### src/rtl/dmem_arbiter.sv
`default_nettype none
// ============================================================================
//  Module      : dmem_arbiter
//  Description : Shares one single-port data memory between two vcore dmem
//                ports (p0, p1). Accesses are serialised onto a req/ack
//                memory bus using round-robin or fixed (p0-first) priority,
//                with direct owner-to-owner hand-off on ack and a saturating
//                contention counter for performance debug.
//  Revision    : 1.0 - initial release
// ============================================================================
module dmem_arbiter #(
    parameter int AW         = 16,
    parameter int DW         = 16,
    parameter int FIXED_PRIO = 0,
    parameter int CNT_W      = 16
) (
    input  logic             clk,
    input  logic             reset_n,

    input  logic             p0_enable_i,
    input  logic             p0_write_i,
    input  logic [AW-1:0]    p0_addr_i,
    input  logic [DW-1:0]    p0_wdata_i,
    output logic [DW-1:0]    p0_rdata_o,
    output logic             p0_valid_o,

    input  logic             p1_enable_i,
    input  logic             p1_write_i,
    input  logic [AW-1:0]    p1_addr_i,
    input  logic [DW-1:0]    p1_wdata_i,
    output logic [DW-1:0]    p1_rdata_o,
    output logic             p1_valid_o,

    output logic             mem_req_o,
    output logic             mem_we_o,
    output logic [AW-1:0]    mem_addr_o,
    output logic [DW-1:0]    mem_wdata_o,
    input  logic [DW-1:0]    mem_rdata_i,
    input  logic             mem_ack_i,

    output logic [1:0]       grant_o,
    output logic [CNT_W-1:0] contention_cnt_o
);

    typedef enum logic [1:0] {
        IDLE = 2'b00,
        OWN0 = 2'b01,
        OWN1 = 2'b10
    } state_t;

    localparam logic [CNT_W-1:0] c_cnt_max = {CNT_W{1'b1}};
    localparam logic [CNT_W-1:0] c_cnt_one = {{(CNT_W-1){1'b0}}, 1'b1};
    localparam logic             c_fixed   = (FIXED_PRIO != 0);

    state_t           r_state;
    logic [1:0]       r_grant;     // one-hot owner, bit0 = p0
    logic             r_req;
    logic             r_rr_last;   // 0 = p0 was served last, 1 = p1
    logic [CNT_W-1:0] r_cnt;

    logic             w_p0_wins;
    logic             w_contend;

    // p0 wins an IDLE decision when alone, or on a tie under fixed priority
    // or when p1 was the last port served
    assign w_p0_wins = p0_enable_i & (~p1_enable_i | c_fixed | r_rr_last);

    // A cycle is contended when one port is waiting while the other owns the
    // bus; the owner's own enable (including its stale ack-cycle enable) never counts
    assign w_contend = (r_grant[0] & p1_enable_i) | (r_grant[1] & p0_enable_i);

    // Ownership FSM: registered state, grant and request; direct hand-off on ack
    always_ff @(posedge clk or negedge reset_n) begin
        if (!reset_n) begin
            r_state   <= IDLE;
            r_grant   <= 2'b00;
            r_req     <= 1'b0;
            r_rr_last <= 1'b1;
        end else begin
            case (r_state)
                IDLE: begin
                    if (w_p0_wins) begin
                        r_state <= OWN0;
                        r_grant <= 2'b01;
                        r_req   <= 1'b1;
                    end else if (p1_enable_i) begin
                        r_state <= OWN1;
                        r_grant <= 2'b10;
                        r_req   <= 1'b1;
                    end
                end
                OWN0: begin
                    if (mem_ack_i) begin
                        r_rr_last <= 1'b0;
                        if (p1_enable_i) begin
                            r_state <= OWN1;
                            r_grant <= 2'b10;
                            r_req   <= 1'b1;
                        end else begin
                            r_state <= IDLE;
                            r_grant <= 2'b00;
                            r_req   <= 1'b0;
                        end
                    end
                end
                OWN1: begin
                    if (mem_ack_i) begin
                        r_rr_last <= 1'b1;
                        if (p0_enable_i) begin
                            r_state <= OWN0;
                            r_grant <= 2'b01;
                            r_req   <= 1'b1;
                        end else begin
                            r_state <= IDLE;
                            r_grant <= 2'b00;
                            r_req   <= 1'b0;
                        end
                    end
                end
                default: begin
                    r_state <= IDLE;
                    r_grant <= 2'b00;
                    r_req   <= 1'b0;
                end
            endcase
        end
    end

    // Saturating contention counter, cleared only by reset
    always_ff @(posedge clk or negedge reset_n) begin
        if (!reset_n) begin
            r_cnt <= '0;
        end else if (w_contend && (r_cnt != c_cnt_max)) begin
            r_cnt <= r_cnt + c_cnt_one;
        end
    end

    // Memory bus follows the owner combinationally; zero while idle
    assign mem_req_o   = r_req;
    assign mem_we_o    = (r_grant[0] & p0_write_i) | (r_grant[1] & p1_write_i);
    assign mem_addr_o  = ({AW{r_grant[0]}} & p0_addr_i)  | ({AW{r_grant[1]}} & p1_addr_i);
    assign mem_wdata_o = ({DW{r_grant[0]}} & p0_wdata_i) | ({DW{r_grant[1]}} & p1_wdata_i);

    // Read data is broadcast; only the owner sees the completion pulse
    assign p0_rdata_o  = mem_rdata_i;
    assign p1_rdata_o  = mem_rdata_i;
    assign p0_valid_o  = r_grant[0] & mem_ack_i;
    assign p1_valid_o  = r_grant[1] & mem_ack_i;

    assign grant_o          = r_grant;
    assign contention_cnt_o = r_cnt;

    // The owning port must keep its request up until the memory acknowledges it
    a_p0_hold: assert property (@(posedge clk) disable iff (!reset_n) r_grant[0] |-> p0_enable_i);
    a_p1_hold: assert property (@(posedge clk) disable iff (!reset_n) r_grant[1] |-> p1_enable_i);

endmodule
`default_nettype wire

### config.mk
export PLATFORM = sky130hd
export DESIGN_NAME = dmem_arbiter
export DESIGN_NICKNAME = d
export VERILOG_FILES = /design/src/rtl/dmem_arbiter.sv
export SDC_FILE = /design/constraint.sdc
export NUM_CORES = 1
export LEC_CHECK = 0
export CORE_MARGIN = 8
export CORE_UTILIZATION = 30
export DETAILED_ROUTE_END_ITERATION = 8
export PLACE_DENSITY = 0.87
export RECOVER_POWER = 25
export SETUP_SLACK_MARGIN = 0.3
export SYNTH_ARGS = -nofsm -noshare
export SYNTH_HDL_FRONTEND = slang
export SYNTH_SLANG_ARGS = --single-unit
### constraint.sdc
create_clock -name clk -period 3.97 [get_ports clk]
set_input_delay 0.397 -clock clk [delete_from_list [all_inputs] [get_ports clk]]
set_output_delay 0.397 -clock clk [all_outputs]
set_load 0.1 [all_outputs]
# After elaboration in Yosys (flattened, before gate mapping)
# Cells that the tools add are included.
dict set report word_totals {
  regBits 20
  latch_bits 0
  ram_bits 0
  romBits 0
  input_bits 87
  out_inout_bits 86
  elab_cells 50
  memories 0
}
dict set report op_classes {
  n_addsub 1
  n_mul 0
  div 0
  magnitude_cmp 0
  n_eq_ne 6
  n_shift 0
  muxes 17
  n_bitwise 17
  n_reduce_logical 5
}
# cell count
set ops {}
lappend ops {{$and A16 B16 Y16} 4}
lappend ops {{$or A16 B16 Y16} 2}
lappend ops {{$add A16 B1 Y16 const B} 1}
lappend ops {{$ne A16 B16 Y1 const B} 1}
lappend ops {{$mux W2} 5}
lappend ops {{$mux W1} 9}
lappend ops {{$and A1 B1 Y1} 7}
lappend ops {{$pmux W2 S3} 1}
lappend ops {{$reduce_and A3 Y1} 2}
lappend ops {{$ne A2 B2 Y1 const B} 2}
lappend ops {{$ne A3 B3 Y1 const B} 1}
lappend ops {{$or A1 B1 Y1} 3}
lappend ops {{$pmux W1 S3} 1}
lappend ops {{$eq A2 B1 Y1 const B} 1}
lappend ops {{$eq A2 B2 Y1 const B} 1}
lappend ops {{$logic_not A2 Y1} 1}
lappend ops {{$pmux W1 S2} 1}
lappend ops {{$reduce_bool A2 Y1} 1}
lappend ops {{$logic_and A1 B1 Y1} 1}
lappend ops {{$not A1 Y1} 1}

# Depth between registers and ports, before layout
# Gate-level depths: netlist of the first run.
dict set report depth {
  word_depth 5
  depth_mapped 6
  depth_no_buf 5
}

# Worst setup path after synthesis of the first run
# Ideal clock, no wire load.
dict set report synth_timing {
  kind {register -> output}
  from {reg r_grant[0], in the netlist grant_o[0]}
  to {out mem_addr_o[13]}
  t_arrival_ps 2390
  t_required_ps 3573
  slack_ps 1183
  path_stages_with_launch 4
  n_path_buf 2
  cell_sequence {dfrtp_1 > clkbuf_1 > buf_1 > a22o_1}
}
dict set report synth_via {
  elab_chain_cells 2
}
# element line
set synth_rtl {}
lappend synth_rtl {{start: declaration} 56} ;# logic [1:0] r_grant;
lappend synth_rtl {{start signal: assignment} 76} ;# r_grant <= 2'b00;
lappend synth_rtl {{start signal: assignment} 84} ;# r_grant <= 2'b01;
lappend synth_rtl {{start signal: assignment} 88} ;# r_grant <= 2'b10;
lappend synth_rtl {{$and A16 B16 Y16} 141} ;# assign mem_addr_o = ({AW{r_grant[0]}} & p0_addr_i) | ({AW{r_grant[1]}} & p1_addr_i);
lappend synth_rtl {{$or A16 B16 Y16} 141}
lappend synth_rtl {{end: declaration} 36} ;# output logic [AW-1:0] mem_addr_o,
# Every way passes these cells.

# Worst setup path in the final report of the first run
dict set report layout_timing {
  from {reg r_grant[1], in the netlist grant_o[1]}
  to {out p1_valid_o}
}
dict set report layout_via {
  elab_chain_cells 1
}
# element line
set layout_rtl {}
lappend layout_rtl {{$and A1 B1 Y1} 148} ;# assign p1_valid_o = r_grant[1] & mem_ack_i;
lappend layout_rtl {{end: declaration} 32} ;# output logic p1_valid_o,
# Every way passes these cells.

==> results.json, run 1 <==
{
  "status": "finished clean",
  "crit_slowest_cell": "dfrtp_1",
  "fmax_ghz": 0.430,
  "yosys-top-cells-area": "dfrtp_1, a22o_1, buf_4",
  "ctsResizeCount": 0,
  "wirelength_um": 5580,
  "hold_violations": 0,
  "final_common_cell": "clkdlybuf4s50_1",
  "clk_pin_slew_worst_paths_ns": 0.08,
  "end_kind": "output pin",
  "drtIter0Drc": 56,
  "detail-route-antenna-nets": 0,
  "gp_routability_congestion": 0.794,
  "p_leak_nw": 1.15,
  "cts_max_level": 1,
  "cp-start-kind": "register",
  "crit_required_ns": 3.57,
  "finClkSkew_ns": 0.00657,
  "antenna_found_initial": 0,
  "max_cap_violations": 0,
  "grt_max_degree": 42,
  "ys_ff_latch": 20,
  "die_h_um": 88.4,
  "design.die.area_um2": 7820,
  "nNetsFinal": 350,
  "hold_path_class": "reg2reg",
  "finalMaxSlewViolations": 0,
  "clk_latency_ns": 0.26,
  "maxSlewHeadroom": 0.315,
  "wire_per_inst_um": 16.9,
  "rsz0062_at_grt": "false",
  "core_um2": 5070,
  "syn2layout_area_growth_pct": 66.1,
  "grt_first_pass_wirelength_um": 8270,
  "cts_tree": "built",
  "synth-async-reset-ratio": 1.00,
  "dr_wl_met2_um": 2990,
  "num_io_pins": 173,
  "via_per_inst": 4.80,
  "highest_layer": "met4",
  "ys_warn_count": 0,
  "routed-via-count": 1590,
  "fin_setup_tns_ns": 0,
  "path_cells": "buf_4, and2_1, buf_4",
  "fin_crit_sh": 0.586,
  "ir_worst_vdd_v": 0.000594,
  "cpPeakStageDelay_ns": 0.76,
  "final_cell_mix": "clkdlybuf4s50_1, buf_4, a22o_1",
  "cellPowerDensity_nw_per_um2": 1040,
  "path_common_cell": "buf_4",
  "period_needed_ns": 2.33,
  "tightest_slew_ns": 1.02,
  "synth-edff-count": 0,
  "drive_above_1_share": 0.188,
  "ctsRootBufferMaster": "clkbuf_8",
  "clock_sinks": 20,
  "cts_hold_buffers": 0,
  "fillCellCount": 487,
  "io_buffers": 124,
  "synth_top_area_share": 0.302,
  "grt.total_usage": 0.132,
  "start_util": 0.310,
  "met1_length_um": 2110,
  "yosysUniqueCellTypes": 32,
  "rows": 26,
  "critPathKind": "reg2out",
  "p_total_mw": 2.71,
  "synth_fp_nets": 261,
  "drt_drc_violations_left": 0,
  "die_x_um": 88.4,
  "firstDrtPassIters": 4,
  "antenna_cells": 0,
  "cts_buffers": 3,
  "reg2reg_slack_ns": 1.97,
  "yosysTopAreaCell": "dfrtp_1",
  "grt_pass1_vias": 1696,
  "post_cts_buffers": 0,
  "clockBufferDepth": 2,
  "hpwl_um": 4660,
  "critPathArrivalTime_ns": 1.93,
  "syn_inst": 173,
  "ys.flop_type": "dfrtp_1",
  "syn_area_um2": 1570,
  "route.met3.wl_um": 414,
  "cp_max_fo": 24,
  "gr-total-overflow": 0,
  "setup_violations": 0,
  "synth_seq_area_share": 0.319,
  "avgSynthCellArea_um2": 9.09
}
[power breakdown]
| part | total [mW] | switching, mW | internal [mW] |
|---|---|---|---|
| sequential | 0.331 | 0.0782 | 0.253 |
| clock | 0.201 | 0.0670 | 0.134 |
| combinational | 2.17 | 1.68 | 0.490 |
[cell usage after synthesis (2+ instances only)]
cell type,count
a21oi_1,3
a22o_1,34
and2_1,2
and3_1,3
buf_1,2
buf_4,32
clkbuf_1,7
dfrtp_1,19
inv_1,2
mux2_2,2
nand2_1,9
nand3_1,5
nand4_1,6
nor2_1,9
nor2b_1,2
nor3_1,6
o21ai_0,4
xnor2_1,9
xor2_1,4
[worst paths after layout]
| path | cells after the start | to | from |
|---|---|---|---|
| setup reg to reg | 4 | contention_cnt_o[3] | grant_o[1] |
| min in group asynchronous | 1 | contention_cnt_o[9] | reset_n |
| setup / recovery | 3 | p1_valid_o | grant_o[1] |
| hold reg to reg | 1 | contention_cnt_o[15] | contention_cnt_o[15] |
| hold / removal | 1 | contention_cnt_o[15] | contention_cnt_o[15] |
| max in group asynchronous | 1 | grant_o[0] | reset_n |
[layer usage]
layer / vias up / global-route usage
met2: 65 / 0.227
met4: 0 / 0.0384
met1: 738 / 0.150
met5: - / 0
li1: 776 / -
met3: 11 / 0.0455
[cell type report]
class / instances / area [um2] / area share
Clock buffer: 3 / 41.3 / 0.0158
Multi-Input combinational cell: 109 / 778 / 0.298
Timing Repair Buffer: 126 / 1170 / 0.446
Tap cell: 70 / 87.6 / 0.0335
Sequential cell: 20 / 502 / 0.192
Inverter: 2 / 7.51 / 0.00287
Clock inverter: 1 / 30.0 / 0.0115
[logic make-up after synthesis]
group / share of synthesized area
AND/OR/NAND/NOR: 0.158
AO/OA/AOI/OAI: 0.233
buffers and inverters: 0.186
flip-flops: 0.319
XOR/XNOR: 0.0724
multiplexers: 0.0239
adder cells (fa/ha/maj): 0.00795
[stage by stage]
stage                     instance area [um2]  hold WS (ns)  setup slack [ns]  instances   util
after floorplan                          1570         0.101              1.18        173      -
after global placement                   2540         0.494              1.89        327  0.501
after detailed placement                 2540         0.507              1.87        327  0.501
after CTS                                2610         0.518              1.64        331  0.515
after global routing                     2610         0.526              1.51        331  0.515
final                                    2610         0.522              1.64        331  0.515
[critical path, delay by kind of cell (launching register included)]
family	cells	cell delay [ns]
buf+inv	2	0.68
simple gates	1	0.22
flops	1	0.76
[sequential cells by signal, summed over array words and instances (netlist names)]
signal            flops
contention_cnt_o     16
mem_req_o             1
grant_o               2
r_rr_last             1
No activity file was read; power rests on OpenSTA's default activity.
==> run 2, diff against run 1 <==
--- a/config.mk
+++ b/config.mk
@@ -6,9 +6,9 @@
 export NUM_CORES = 1
 export LEC_CHECK = 0
 export CORE_MARGIN = 8
-export CORE_UTILIZATION = 30
+export CORE_UTILIZATION = 28
 export DETAILED_ROUTE_END_ITERATION = 8
-export PLACE_DENSITY = 0.87
+export PLACE_DENSITY = 0.82
 export RECOVER_POWER = 25
 export SETUP_SLACK_MARGIN = 0.3
 export SYNTH_ARGS = -nofsm -noshare
==> constraint.sdc (replaced) <==
create_clock -name clk -period 2.3 [get_ports clk]
set_input_delay 0.23 -clock clk [delete_from_list [all_inputs] [get_ports clk]]
set_output_delay 0.23 -clock clk [all_outputs]
set_load 0.1 [all_outputs]
==> results.json, run 2 (synthesized netlist as in run 1, its figures left out) <==
{
  "cp_max_fo": 29,
  "cp-start-kind": "register",
  "cp_top_family": "flip-flops",
  "max_cap_violations": 0,
  "gr-total-overflow": 0,
  "grt.total_usage": 0.154,
  "largest_reg_flops": 16,
  "drtIter0Drc": 44,
  "period_needed_ns": 1.85,
  "p_sw_mw": 3.40,
  "ctsResizeCount": 0,
  "wire_per_inst_um": 19.3,
  "dp.cells": 332,
  "syn2layout_area_growth_pct": 107,
  "rows": 27,
  "die_x_um": 90.9,
  "status": "finished clean",
  "via_per_inst": 5.02,
  "cts_tree": "built",
  "gp_routability_congestion": 0.793,
  "clk_latency_ns": 0.26,
  "rsz0062_at_grt": "false",
  "antenna_found_initial": 0,
  "detail-route-antenna-nets": 0,
  "num_io_pins": 173,
  "cpPeakStageDelay_ns": 0.64,
  "finalMaxSlewViolations": 0,
  "ir_worst_vdd_v": 0.00119,
  "final_cells": 336,
  "final_common_cell": "clkdlybuf4s50_1",
  "grt_first_pass_wirelength_um": 10300,
  "drt_drc_violations_left": 0,
  "cts_hold_buffers": 0,
  "cellPowerDensity_nw_per_um2": 1770,
  "clockBufferDepth": 2,
  "critPathArrivalTime_ns": 1.62,
  "die_h_um": 90.9,
  "io_buffers": 124,
  "final_cell_mix": "clkdlybuf4s50_1, buf_12, buf_4",
  "switching_share": 0.590,
  "design.die.area_um2": 8270,
  "firstDrtPassIters": 4,
  "grt_pass1_vias": 1877,
  "start_util": 0.287,
  "routed-via-count": 1686,
  "path_buf_inv": 2,
  "tightest_slew_ns": 0.594,
  "fmax_ghz": 0.540,
  "fin_setup_tns_ns": 0,
  "post_cts_buffers": 0,
  "clock_sinks": 20,
  "hold_violations": 0,
  "nNetsFinal": 353,
  "final_area_um2": 3260,
  "critPathKind": "reg2out",
  "core_um2": 5470,
  "placed_area_um2": 3190,
  "p_clk_frac": 0.062,
  "ctsRootBufferMaster": "clkbuf_8",
  "maxSlewHeadroom": 0.603,
  "setup_violations": 0,
  "clk_pin_slew_worst_paths_ns": 0.08,
  "hpwl_um": 5600,
  "finClkSkew_ns": 0.00168,
  "comb_power_share": 0.821,
  "wirelength_um": 6490,
  "drive_above_1_share": 0.462,
  "grt_max_degree": 30,
  "fillCellCount": 462,
  "crit_required_ns": 2.07,
  "path_cells": "buf_4, a22o_2, buf_12",
  "end_kind": "output pin",
  "cts_buffers": 3,
  "fin_crit_sh": 0.804,
  "antenna_cells": 0,
  "hold_path_class": "in2async",
  "worst_hold_slack_ns": 0.337,
  "p_leak_nw": 1.39,
  "crit_slowest_cell": "dfrtp_4",
  "intPower_mw": 2.36,
  "seqPwrFrac": 0.117,
  "cts_max_level": 1
}
## run 2: changes by cell type in the layout (fill, tap and decap cells not counted), moves of 3 or more
cell | before | now
dfrtp_2 | 0 | 15
buf_4 | 38 | 23
dfrtp_1 | 19 | 1
a22o_4 | 0 | 19
a22o_1 | 34 | 1
dfrtp_4 | 0 | 3
buf_12 | 0 | 36
clkdlybuf4s50_1 | 88 | 70
a22o_2 | 0 | 14
## run 2: routing by layer
layer,track usage,up-vias,share of wire
li1,-,786,-
met1,0.161,809,0.36
met2,0.262,75,0.52
met3,0.0790,16,0.11
met4,0.0505,0,0.021
met5,0,-,0
## run 2: worst reg2reg max path, delay by kind of cell (launching register included)
kind / cells / cell delay, ns
XOR/XNOR: 1 / 0.15
AND/OR/NAND/NOR: 1 / 0.11
flip-flops: 1 / 0.66
buffers and inverters: 1 / 0.19
AO/OA/AOI/OAI: 2 / 0.54
## run 2: final timing paths
path	cells after the start	slack, ns	startpoint	to
hold / removal	1	0.34	reset_n	contention_cnt_o[2]
min in group clk	0	0.46	mem_rdata_i[11]	p0_rdata_o[11]
hold reg to reg	1	0.48	contention_cnt_o[15]	contention_cnt_o[15]
max in group asynchronous	2	1.40	reset_n	contention_cnt_o[8]
setup / recovery	3	0.45	grant_o[0]	mem_addr_o[5]
setup reg to reg	5	0.53	grant_o[0]	contention_cnt_o[13]
## run 2: power by group through the flow
stage / Combinational [mW] / Sequential, mW / Clock [mW]
4_1_cts: 4.78 / 0.673 / 0.365
3_5_place_dp: 4.77 / 0.679 / 0
5_1_grt: 4.88 / 0.700 / 0.376
2_1_floorplan: 2.99 / 1.09 / 0
3_3_place_gp: 4.74 / 0.674 / 0
6_report: 4.73 / 0.672 / 0.357
## run 2: metrics by stage
step / utilization / power [mW] / setup WS [ns]
2_1_floorplan: - / 4.08 / 0.125
3_3_place_gp: 0.582 / 5.41 / 0.511
3_5_place_dp: 0.582 / 5.45 / 0.444
4_1_cts: 0.595 / 5.82 / 0.447
5_1_grt: 0.595 / 5.96 / 0.358
6_report: 0.595 / 5.76 / 0.450
## run 2: area by class of cell
type | instances | area (um2) | share of cell area
clock buffers | 3 | 41.3 | 0.0127
clock inverters | 1 | 30.0 | 0.00922
inverters | 2 | 7.51 | 0.00230
multi-input cells | 109 | 963 | 0.296
flip-flops and latches | 20 | 532 | 0.163
well taps | 72 | 90.1 | 0.0276
repair buffers | 129 | 1590 | 0.489
